==> config.mk <==
export PLATFORM = sky130hd
export DESIGN_NAME = riscv_sim_monitor
export DESIGN_NICKNAME = d
export VERILOG_FILES = /design/src/rtl/riscv_sim_monitor.sv
export SDC_FILE = /design/constraint.sdc
export NUM_CORES = 1
export LEC_CHECK = 0
export BUFFER_PORTS_ARGS = -buffer_cell sky130_fd_sc_hd__buf_2
export CAP_MARGIN = 20
export CORE_ASPECT_RATIO = 0.9
export CORE_MARGIN = 2
export CORE_UTILIZATION = 60
export CTS_CLUSTER_DIAMETER = 120
export DETAILED_ROUTE_END_ITERATION = 8
export GPL_TIMING_DRIVEN = 0
export PLACE_DENSITY = 0.8
export SYNTH_ARGS = -nofsm -noshare
export SYNTH_HDL_FRONTEND = slang
export SYNTH_SLANG_ARGS = --single-unit
==> constraint.sdc <==
create_clock -name i_clk -period 17.75 [get_ports i_clk]
set_clock_uncertainty 0.2 [all_clocks]
set_input_delay 0 -clock i_clk [delete_from_list [all_inputs] [get_ports i_clk]]
set_output_delay 0 -clock i_clk [all_outputs]
set_load 0.01 [all_outputs]
==> src/rtl/riscv_sim_monitor.sv <==
// riscv_sim_monitor
//   Snoops the riscv_top data-memory write port and the IF/ID PC. It decides
//   PASS / FAIL / TIMEOUT in hardware, counts the cycles spent in RUN, and
//   logs every store seen in RUN into a first-word-fall-through FIFO.
//
// Ports
//   i_clk, i_rst        clock, synchronous active-high reset
//   i_dmem_we/addr/wdata snooped data-memory write port
//   i_pc                IF/ID PC
//   i_log_pop           consume the FIFO head
//   o_log_valid/addr/data/cycle  FIFO head; fields read as 0 while empty
//   o_log_count         FIFO occupancy
//   o_log_overflow      sticky: a store was dropped because the FIFO was full
//   o_status            0=RUN 1=PASS 2=FAIL 3=TIMEOUT
//   o_done              status is not RUN
//   o_cycle_count       cycles elapsed in RUN (saturating)
//   o_last_pc           last PC captured in RUN
module riscv_sim_monitor #(
    parameter int P_DATA_WIDTH      = 32,
    parameter int P_DMEM_ADDR_WIDTH = 8,
    parameter int P_PASS_ADDR       = 100,
    parameter int P_PASS_DATA       = 25,
    parameter int P_SCRATCH_ADDR    = 96,
    parameter int P_TIMEOUT_CYCLES  = 5000,
    parameter int P_CNT_WIDTH       = 32,
    parameter int P_FIFO_DEPTH      = 8
) (
    input  logic                             i_clk,
    input  logic                             i_rst,
    input  logic                             i_dmem_we,
    input  logic [P_DMEM_ADDR_WIDTH-1:0]     i_dmem_addr,
    input  logic [P_DATA_WIDTH-1:0]          i_dmem_wdata,
    input  logic [P_DATA_WIDTH-1:0]          i_pc,
    input  logic                             i_log_pop,
    output logic                             o_log_valid,
    output logic [P_DMEM_ADDR_WIDTH-1:0]     o_log_addr,
    output logic [P_DATA_WIDTH-1:0]          o_log_data,
    output logic [P_CNT_WIDTH-1:0]           o_log_cycle,
    output logic [$clog2(P_FIFO_DEPTH):0]    o_log_count,
    output logic                             o_log_overflow,
    output logic [1:0]                       o_status,
    output logic                             o_done,
    output logic [P_CNT_WIDTH-1:0]           o_cycle_count,
    output logic [P_DATA_WIDTH-1:0]          o_last_pc
);

    localparam int PW = $clog2(P_FIFO_DEPTH);
    localparam int CW = PW + 1;
    localparam int AW = P_DMEM_ADDR_WIDTH;
    localparam int DW = P_DATA_WIDTH;
    localparam int TW = P_CNT_WIDTH;

    localparam logic [AW-1:0] PASS_ADDR    = AW'(P_PASS_ADDR);
    localparam logic [AW-1:0] SCRATCH_ADDR = AW'(P_SCRATCH_ADDR);
    localparam logic [DW-1:0] PASS_DATA    = DW'(P_PASS_DATA);
    localparam logic [TW-1:0] TIMEOUT_LAST = TW'(P_TIMEOUT_CYCLES - 1);
    localparam logic [CW-1:0] FULL_COUNT   = CW'(P_FIFO_DEPTH);

    // Encoding matches the o_status values directly.
    typedef enum logic [1:0] {
        ST_RUN     = 2'd0,
        ST_PASS    = 2'd1,
        ST_FAIL    = 2'd2,
        ST_TIMEOUT = 2'd3
    } state_e;

    state_e          state_q, state_d;
    logic [TW-1:0]   cycle_q, cycle_d;
    logic [DW-1:0]   last_pc_q, last_pc_d;
    logic [PW-1:0]   wr_ptr_q, wr_ptr_d;
    logic [PW-1:0]   rd_ptr_q, rd_ptr_d;
    logic [CW-1:0]   count_q, count_d;
    logic            overflow_q, overflow_d;

    logic [AW-1:0]   addr_mem_q  [P_FIFO_DEPTH];
    logic [DW-1:0]   data_mem_q  [P_FIFO_DEPTH];
    logic [TW-1:0]   cycle_mem_q [P_FIFO_DEPTH];
    logic [AW-1:0]   addr_mem_d  [P_FIFO_DEPTH];
    logic [DW-1:0]   data_mem_d  [P_FIFO_DEPTH];
    logic [TW-1:0]   cycle_mem_d [P_FIFO_DEPTH];

    logic            in_run;
    logic            push;
    logic            pop;
    logic            full;
    logic            empty;

    assign in_run = (state_q == ST_RUN);
    assign push   = in_run && i_dmem_we;
    assign empty  = (count_q == '0);
    assign full   = (count_q == FULL_COUNT);
    assign pop    = i_log_pop && !empty;

    // Status FSM and RUN-time counters
    always_comb begin
        state_d   = state_q;
        cycle_d   = cycle_q;
        last_pc_d = last_pc_q;
        if (in_run) begin
            cycle_d   = (cycle_q == '1) ? cycle_q : cycle_q + 1'b1;
            last_pc_d = i_pc;
            // A terminating store on the timeout edge takes priority.
            if (i_dmem_we && i_dmem_addr == PASS_ADDR) begin
                state_d = (i_dmem_wdata == PASS_DATA) ? ST_PASS : ST_FAIL;
            end else if (i_dmem_we && i_dmem_addr != SCRATCH_ADDR) begin
                state_d = ST_FAIL;
            end else if (cycle_q == TIMEOUT_LAST) begin
                state_d = ST_TIMEOUT;
            end
        end
    end

    // Store log FIFO
    always_comb begin
        wr_ptr_d    = wr_ptr_q;
        rd_ptr_d    = rd_ptr_q;
        count_d     = count_q;
        overflow_d  = overflow_q;
        addr_mem_d  = addr_mem_q;
        data_mem_d  = data_mem_q;
        cycle_mem_d = cycle_mem_q;
        if (pop) begin
            rd_ptr_d = rd_ptr_q + 1'b1;
        end
        if (push) begin
            // When full, the write slot is the head; it is only reused if
            // the head is leaving on this same edge.
            if (!full || pop) begin
                addr_mem_d[wr_ptr_q]  = i_dmem_addr;
                data_mem_d[wr_ptr_q]  = i_dmem_wdata;
                cycle_mem_d[wr_ptr_q] = cycle_q;
                wr_ptr_d              = wr_ptr_q + 1'b1;
            end else begin
                overflow_d = 1'b1;
            end
        end
        if ((push && !full) && !pop) begin
            count_d = count_q + 1'b1;
        end else if (pop && !push) begin
            count_d = count_q - 1'b1;
        end
    end

    always_ff @(posedge i_clk) begin
        if (i_rst) begin
            state_q    <= ST_RUN;
            cycle_q    <= '0;
            last_pc_q  <= '0;
            wr_ptr_q   <= '0;
            rd_ptr_q   <= '0;
            count_q    <= '0;
            overflow_q <= 1'b0;
        end else begin
            state_q    <= state_d;
            cycle_q    <= cycle_d;
            last_pc_q  <= last_pc_d;
            wr_ptr_q   <= wr_ptr_d;
            rd_ptr_q   <= rd_ptr_d;
            count_q    <= count_d;
            overflow_q <= overflow_d;
        end
    end

    // Log storage needs no reset: the head fields are masked while empty.
    always_ff @(posedge i_clk) begin
        addr_mem_q  <= addr_mem_d;
        data_mem_q  <= data_mem_d;
        cycle_mem_q <= cycle_mem_d;
    end

    assign o_log_valid    = !empty;
    assign o_log_addr     = empty ? '0 : addr_mem_q[rd_ptr_q];
    assign o_log_data     = empty ? '0 : data_mem_q[rd_ptr_q];
    assign o_log_cycle    = empty ? '0 : cycle_mem_q[rd_ptr_q];
    assign o_log_count    = count_q;
    assign o_log_overflow = overflow_q;
    assign o_status       = state_q;
    assign o_done         = !in_run;
    assign o_cycle_count  = cycle_q;
    assign o_last_pc      = last_pc_q;

endmodule

# ---- Word level (Yosys, flattened, before mapping)
# Index checks and enable logic that the tools add are counted.
dict set report op_classes {
  n_addsub 5
  order_cmp 3
  eq_ne 6
  mux 25
  bitwise 4
  reduce_logical 22
}
# op count
set ops {}
lappend ops {{$bwmux W256} 2}
lappend ops {{$mux W32} 7}
lappend ops {{$bmux W32 S3} 2}
lappend ops {{$demux W32 S3} 1}
lappend ops {{$bwmux W64} 1}
lappend ops {{$add A32 B1 Y32 const B} 1}
lappend ops {{$eq A32 B13 Y1 const B} 1}
lappend ops {{$eq A32 B32 Y1 const B} 1}
lappend ops {{$eq A32 B5 Y1 const B} 1}
lappend ops {{$mux W8} 4}
lappend ops {{$bmux W8 S3} 1}
lappend ops {{$demux W8 S3} 1}
lappend ops {{$eq A8 B7 Y1 const B} 1}
lappend ops {{$ge A4 B4 Y1 const B} 2}
lappend ops {{$logic_and A1 B1 Y1} 8}
lappend ops {{$mux W2} 4}
lappend ops {{$mux W4} 2}
lappend ops {{$ne A8 B7 Y1 const B} 1}
lappend ops {{$not A3 Y4} 2}
lappend ops {{$reduce_and A2 Y1} 4}
lappend ops {{$add A3 B1 Y3 const B} 2}
lappend ops {{$logic_not A1 Y1} 5}
lappend ops {{$add A4 B1 Y4 const B} 1}
lappend ops {{$eq A4 B4 Y1 const B} 1}
lappend ops {{8 further kinds} 9}
dict set report totals {
  regBits 653
  out_inout_bits 145
}

# ---- Depth between registers and ports, before layout
dict set report depth {
  depth_word 6
  mapped_depth 10
  depth_no_buf 9
}

# ---- Worst setup path after synthesis
# Ideal clock, no wire load.
dict set report synth_path {
  path_kind {register to register}
  startpoint {register state_q[1], in the netlist o_status[1]}
  endpoint {register addr_mem_q[56] (netlist bit) (enable)}
  arrival_ps 6231
  t_required_ps 16959
  setup_slack_ps 10728
  stages_incl_launch_ff 6
  n_path_buf 1
  cell_sequence {dfxtp_1 -> or3b_1 -> clkbuf_1 -> a31oi_2 -> nand2b_1 -> nor3_1}
}
dict set report synth_via {
  elab_chain_cells 3
}
# item line_no
set synth_rtl {}
lappend synth_rtl {{start: declaration} 67} ;# state_e state_q, state_d;
lappend synth_rtl {{start signal: assignment} 154} ;# state_q <= state_d;
lappend synth_rtl {{$logic_not A2 Y1} 88} ;# assign in_run = (state_q == ST_RUN);
lappend synth_rtl {{$logic_and A1 B1 Y1} 89} ;# assign push = in_run && i_dmem_we;
lappend synth_rtl {{$reduce_and A2 Y1 (no line)} n/a}
lappend synth_rtl {{end signal: assignment} 166} ;# addr_mem_q <= addr_mem_d;
lappend synth_rtl {{end: declaration} 75} ;# logic [AW-1:0] addr_mem_q [P_FIFO_DEPTH];
# Every way passes these cells.
# A chain may end at the register's enable or synchronous reset.

# ---- Final worst setup path
dict set report layout_path {
  startpoint {register state_q[1], in the netlist o_status[1]}
  endpoint {register cycle_mem_q[199] (netlist bit) (enable)}
}
dict set report layout_via {
  elab_chain_cells 3
}
# item line_no
set layout_rtl {}
lappend layout_rtl {{$logic_not A2 Y1} 88}
lappend layout_rtl {{$logic_and A1 B1 Y1} 89}
lappend layout_rtl {{$reduce_and A2 Y1 (no line)} n/a}
lappend layout_rtl {{end signal: assignment} 168} ;# cycle_mem_q <= cycle_mem_d;
lappend layout_rtl {{end: declaration} 77} ;# logic [TW-1:0] cycle_mem_q [P_FIFO_DEPTH];
# Every way passes these cells.

==> metrics.txt <==
non-filler cells, final=2,383; Clk Latency, worst-skew pair=0.61 ns; Inst Count DP=roughly 2,200; final net count=approximately 1,900; R2R Path Start=o_status[1]; post_cts resized=0; Post-Place Worst Slack=14.07 ns; share of layout cells above drive strength 1=0.296; status=finished clean; Die W=221 um; row count=71; cell-internal power=2.83 mW; CP Launch Type=flip-flop; first-pass GRT wire length=92.7 mm; Die Height=200 um; DR iter-0 viols=1,343; Fmax=270 MHz; syn avg cell area=18.7 sq um; initial antenna violation count=1; slew margin rel.=0.289; Pwr Total=3.88 mW; total net switching power=1.05 mW; buffer depth of the longest clock path=3; Async S/R FF share, synth=0; Slew Limit Fails=0; cells after synthesis=1,362; DR DRC count=0; switching part of the total=0.271; gr usage total=0.284; overall routed net length=61.8 mm; ys flop type=edfxtp_1; fin crit share=0.208; net count after synthesis=1,444; # IOs=221; gr ovfl total=0; Final Critical Period=3.70 ns; worst endpoint required time=17.86 ns; reg2reg end=cycle_mem_q[199]; Post-synth EDFFs=576; Hold Path Sink=data_mem_q[133]; YS warnings=0; CTS H-tree lvls=2; combinational cell fraction of total power=0.219; Hold Crit Class=input port to flip-flop; core area=roughly 42,000 sq um; FF+latch count, synth=653; largest net degree at the start of global routing=28; Layout Area Growth over Synthesis=21.7%; crit-path max FO=9; flop-to-flop setup slack=about 14 ns; final setup fails=0; Peak supply drop=101 uV; Hold Buf Count CTS=108; CTS tree=built; final hold violation count=0; Post-CTS Setup Inserts=0; worst r2r path cells=8; total CTS buffers=59; Worst Tran Pin Value=1.07 ns; Mapped Area=25,500 sq um; endpoint type of the worst setup path=flip-flop; vias=14,700; Sequential Power Share=0.450; Hold Startpoint=i_dmem_wdata[5]; final hold slack=0.0264 ns; sequential area share after synthesis=0.738; # diodes=0; vias in the first global route=15,200; setup TNS=0 ns; WHS Path Cells=2; RSZ-0062 raised after global routing=false; Clock Tree Root=clkbuf_16; LEAKAGE=10.6 nW; area of the die=44,200 sq um; input/output buffers=218; synth unique cells=59; number of max-cap violations=0; wire per inst=about 26 um; mean number of vias per cell=6.17; Setup CP Type=flip-flop to flip-flop; antenna viol nets, final=0; CTS Sinks=653; power per cell area=around 120 nW/um^2; Pre-Repair DR Iteration Count=5; clock-pin slew on the worst setup and hold paths=0.06 ns; Worst Slack Setup Final=14.05 ns; Initial Util=0.610; CP arrival=3.81 ns; post-detail-place hpwl=37.7 mm; Clock Power Share=0.331; routability cong.=~0.85
[per-stage QoR]
stage | util | instance area [sq um]
6_report | 0.742 | 31100
5_1_grt | 0.742 | 31100
4_1_cts | 0.742 | 31100
3_5_place_dp | 0.669 | 28000
3_3_place_gp | 0.652 | 27300
2_1_floorplan | - | 25500
[state kept, by name, indices dropped and copies added (netlist names)]
register and cells:
wr_ptr_q 3, o_status 2, addr_mem_q 64, o_log_overflow 1, data_mem_q 256, rd_ptr_q 3, cycle_mem_q 256, o_cycle_count 32
o_log_count 4, o_last_pc 32
[layer usage]
| metal | global-route usage | vias to the layer above | routed length [um] |
|---|---|---|---|
| met5 | 0.0122 | - | 69 |
| met4 | 0.0947 | 2 | 1800 |
| met3 | 0.0584 | 130 | 5320 |
| met2 | 0.479 | 720 | 31300 |
| met1 | 0.374 | 7547 | 23300 |
| li1 | - | 6295 | - |
[cell usage in the layout (no fill, tap or decap), drive strengths merged, types with 48 or more instances in the layout]
master and n:
a21oi 48, buf 290, clkbuf 120, dfxtp 77, dlygate4sd3 108, edfxtp 576
mux2i 76, mux4 144, nand2 83, nor2 122
[worst max path at each step]
| stage | startpoint | endpoint | cells after the start |
|---|---|---|---|
| floorplan | o_status[1] | addr_mem_q[56] | 5 |
| global placement | o_status[1] | data_mem_q[225] | 5 |
| detailed placement | o_status[1] | data_mem_q[192] | 8 |
| CTS | o_status[1] | cycle_mem_q[199] | 8 |
| global route | o_status[1] | cycle_mem_q[231] | 9 |
| finish | o_status[1] | cycle_mem_q[199] | 8 |
[cell families after synthesis]
kind of cell	Yosys count	share of synthesized area
buf+inv	78	0.0136
fa+ha+maj	6	0.00324
flops	653	0.738
xor+xnor	30	0.0103
compound gates	70	0.0169
simple gates	302	0.0593
mux	223	0.158
[layout make-up]
| class | count | area [sq um] |
|---|---|---|
| repair buffers | 363 | 2840 |
| plain buffers | 72 | 324 |
| well taps | 547 | 684 |
| inverters | 6 | 22.5 |
| flip-flops and latches | 653 | 18800 |
| clock inverters | 28 | 258 |
| multi-input cells | 631 | 6380 |
| fillers | 2350 | 10800 |
| clock buffers | 83 | 1710 |
[cell usage after synthesis, drive strengths merged (5+ instances only)]
library cell  instances  share of area
xnor2                25         0.0086
nor4                 18         0.0063
nor2                122          0.018
nand2b                6         0.0015
and4                  5         0.0018
a21oi                48         0.0094
clkbuf               37         0.0054
a31oi                 6         0.0022
mux2i                76          0.030
mux4                144           0.13
nor3                 11         0.0022
nor4b                 6         0.0026
edfxtp              576           0.68
inv                   5        0.00074
nand3                18         0.0035
buf                  35         0.0073
dfxtp                77          0.060
xor2                  5         0.0017
ha                    5         0.0025
nand4                12         0.0044
nand2                83          0.012
[power groups by stage]
stage	Combinational, mW	Sequential, mW	Clock (mW)
2_1_floorplan	0.511	1.78	0
6_report	0.848	1.74	1.28
4_1_cts	0.856	1.74	1.29
3_5_place_dp	0.825	1.77	0
5_1_grt	0.917	1.75	1.36
3_3_place_gp	0.799	1.78	0
[worst max-delay path, stage by stage, from the launching register on]
cell and delay, ns:
dfxtp_1 0.37, or3b_1 0.46, clkbuf_1 0.23, a31oi_2 0.37, nand2_1 0.34, nor3_2 0.85
buf_6 0.26, buf_8 0.16, buf_6 0.17
(Power assumes the default switching activity.)
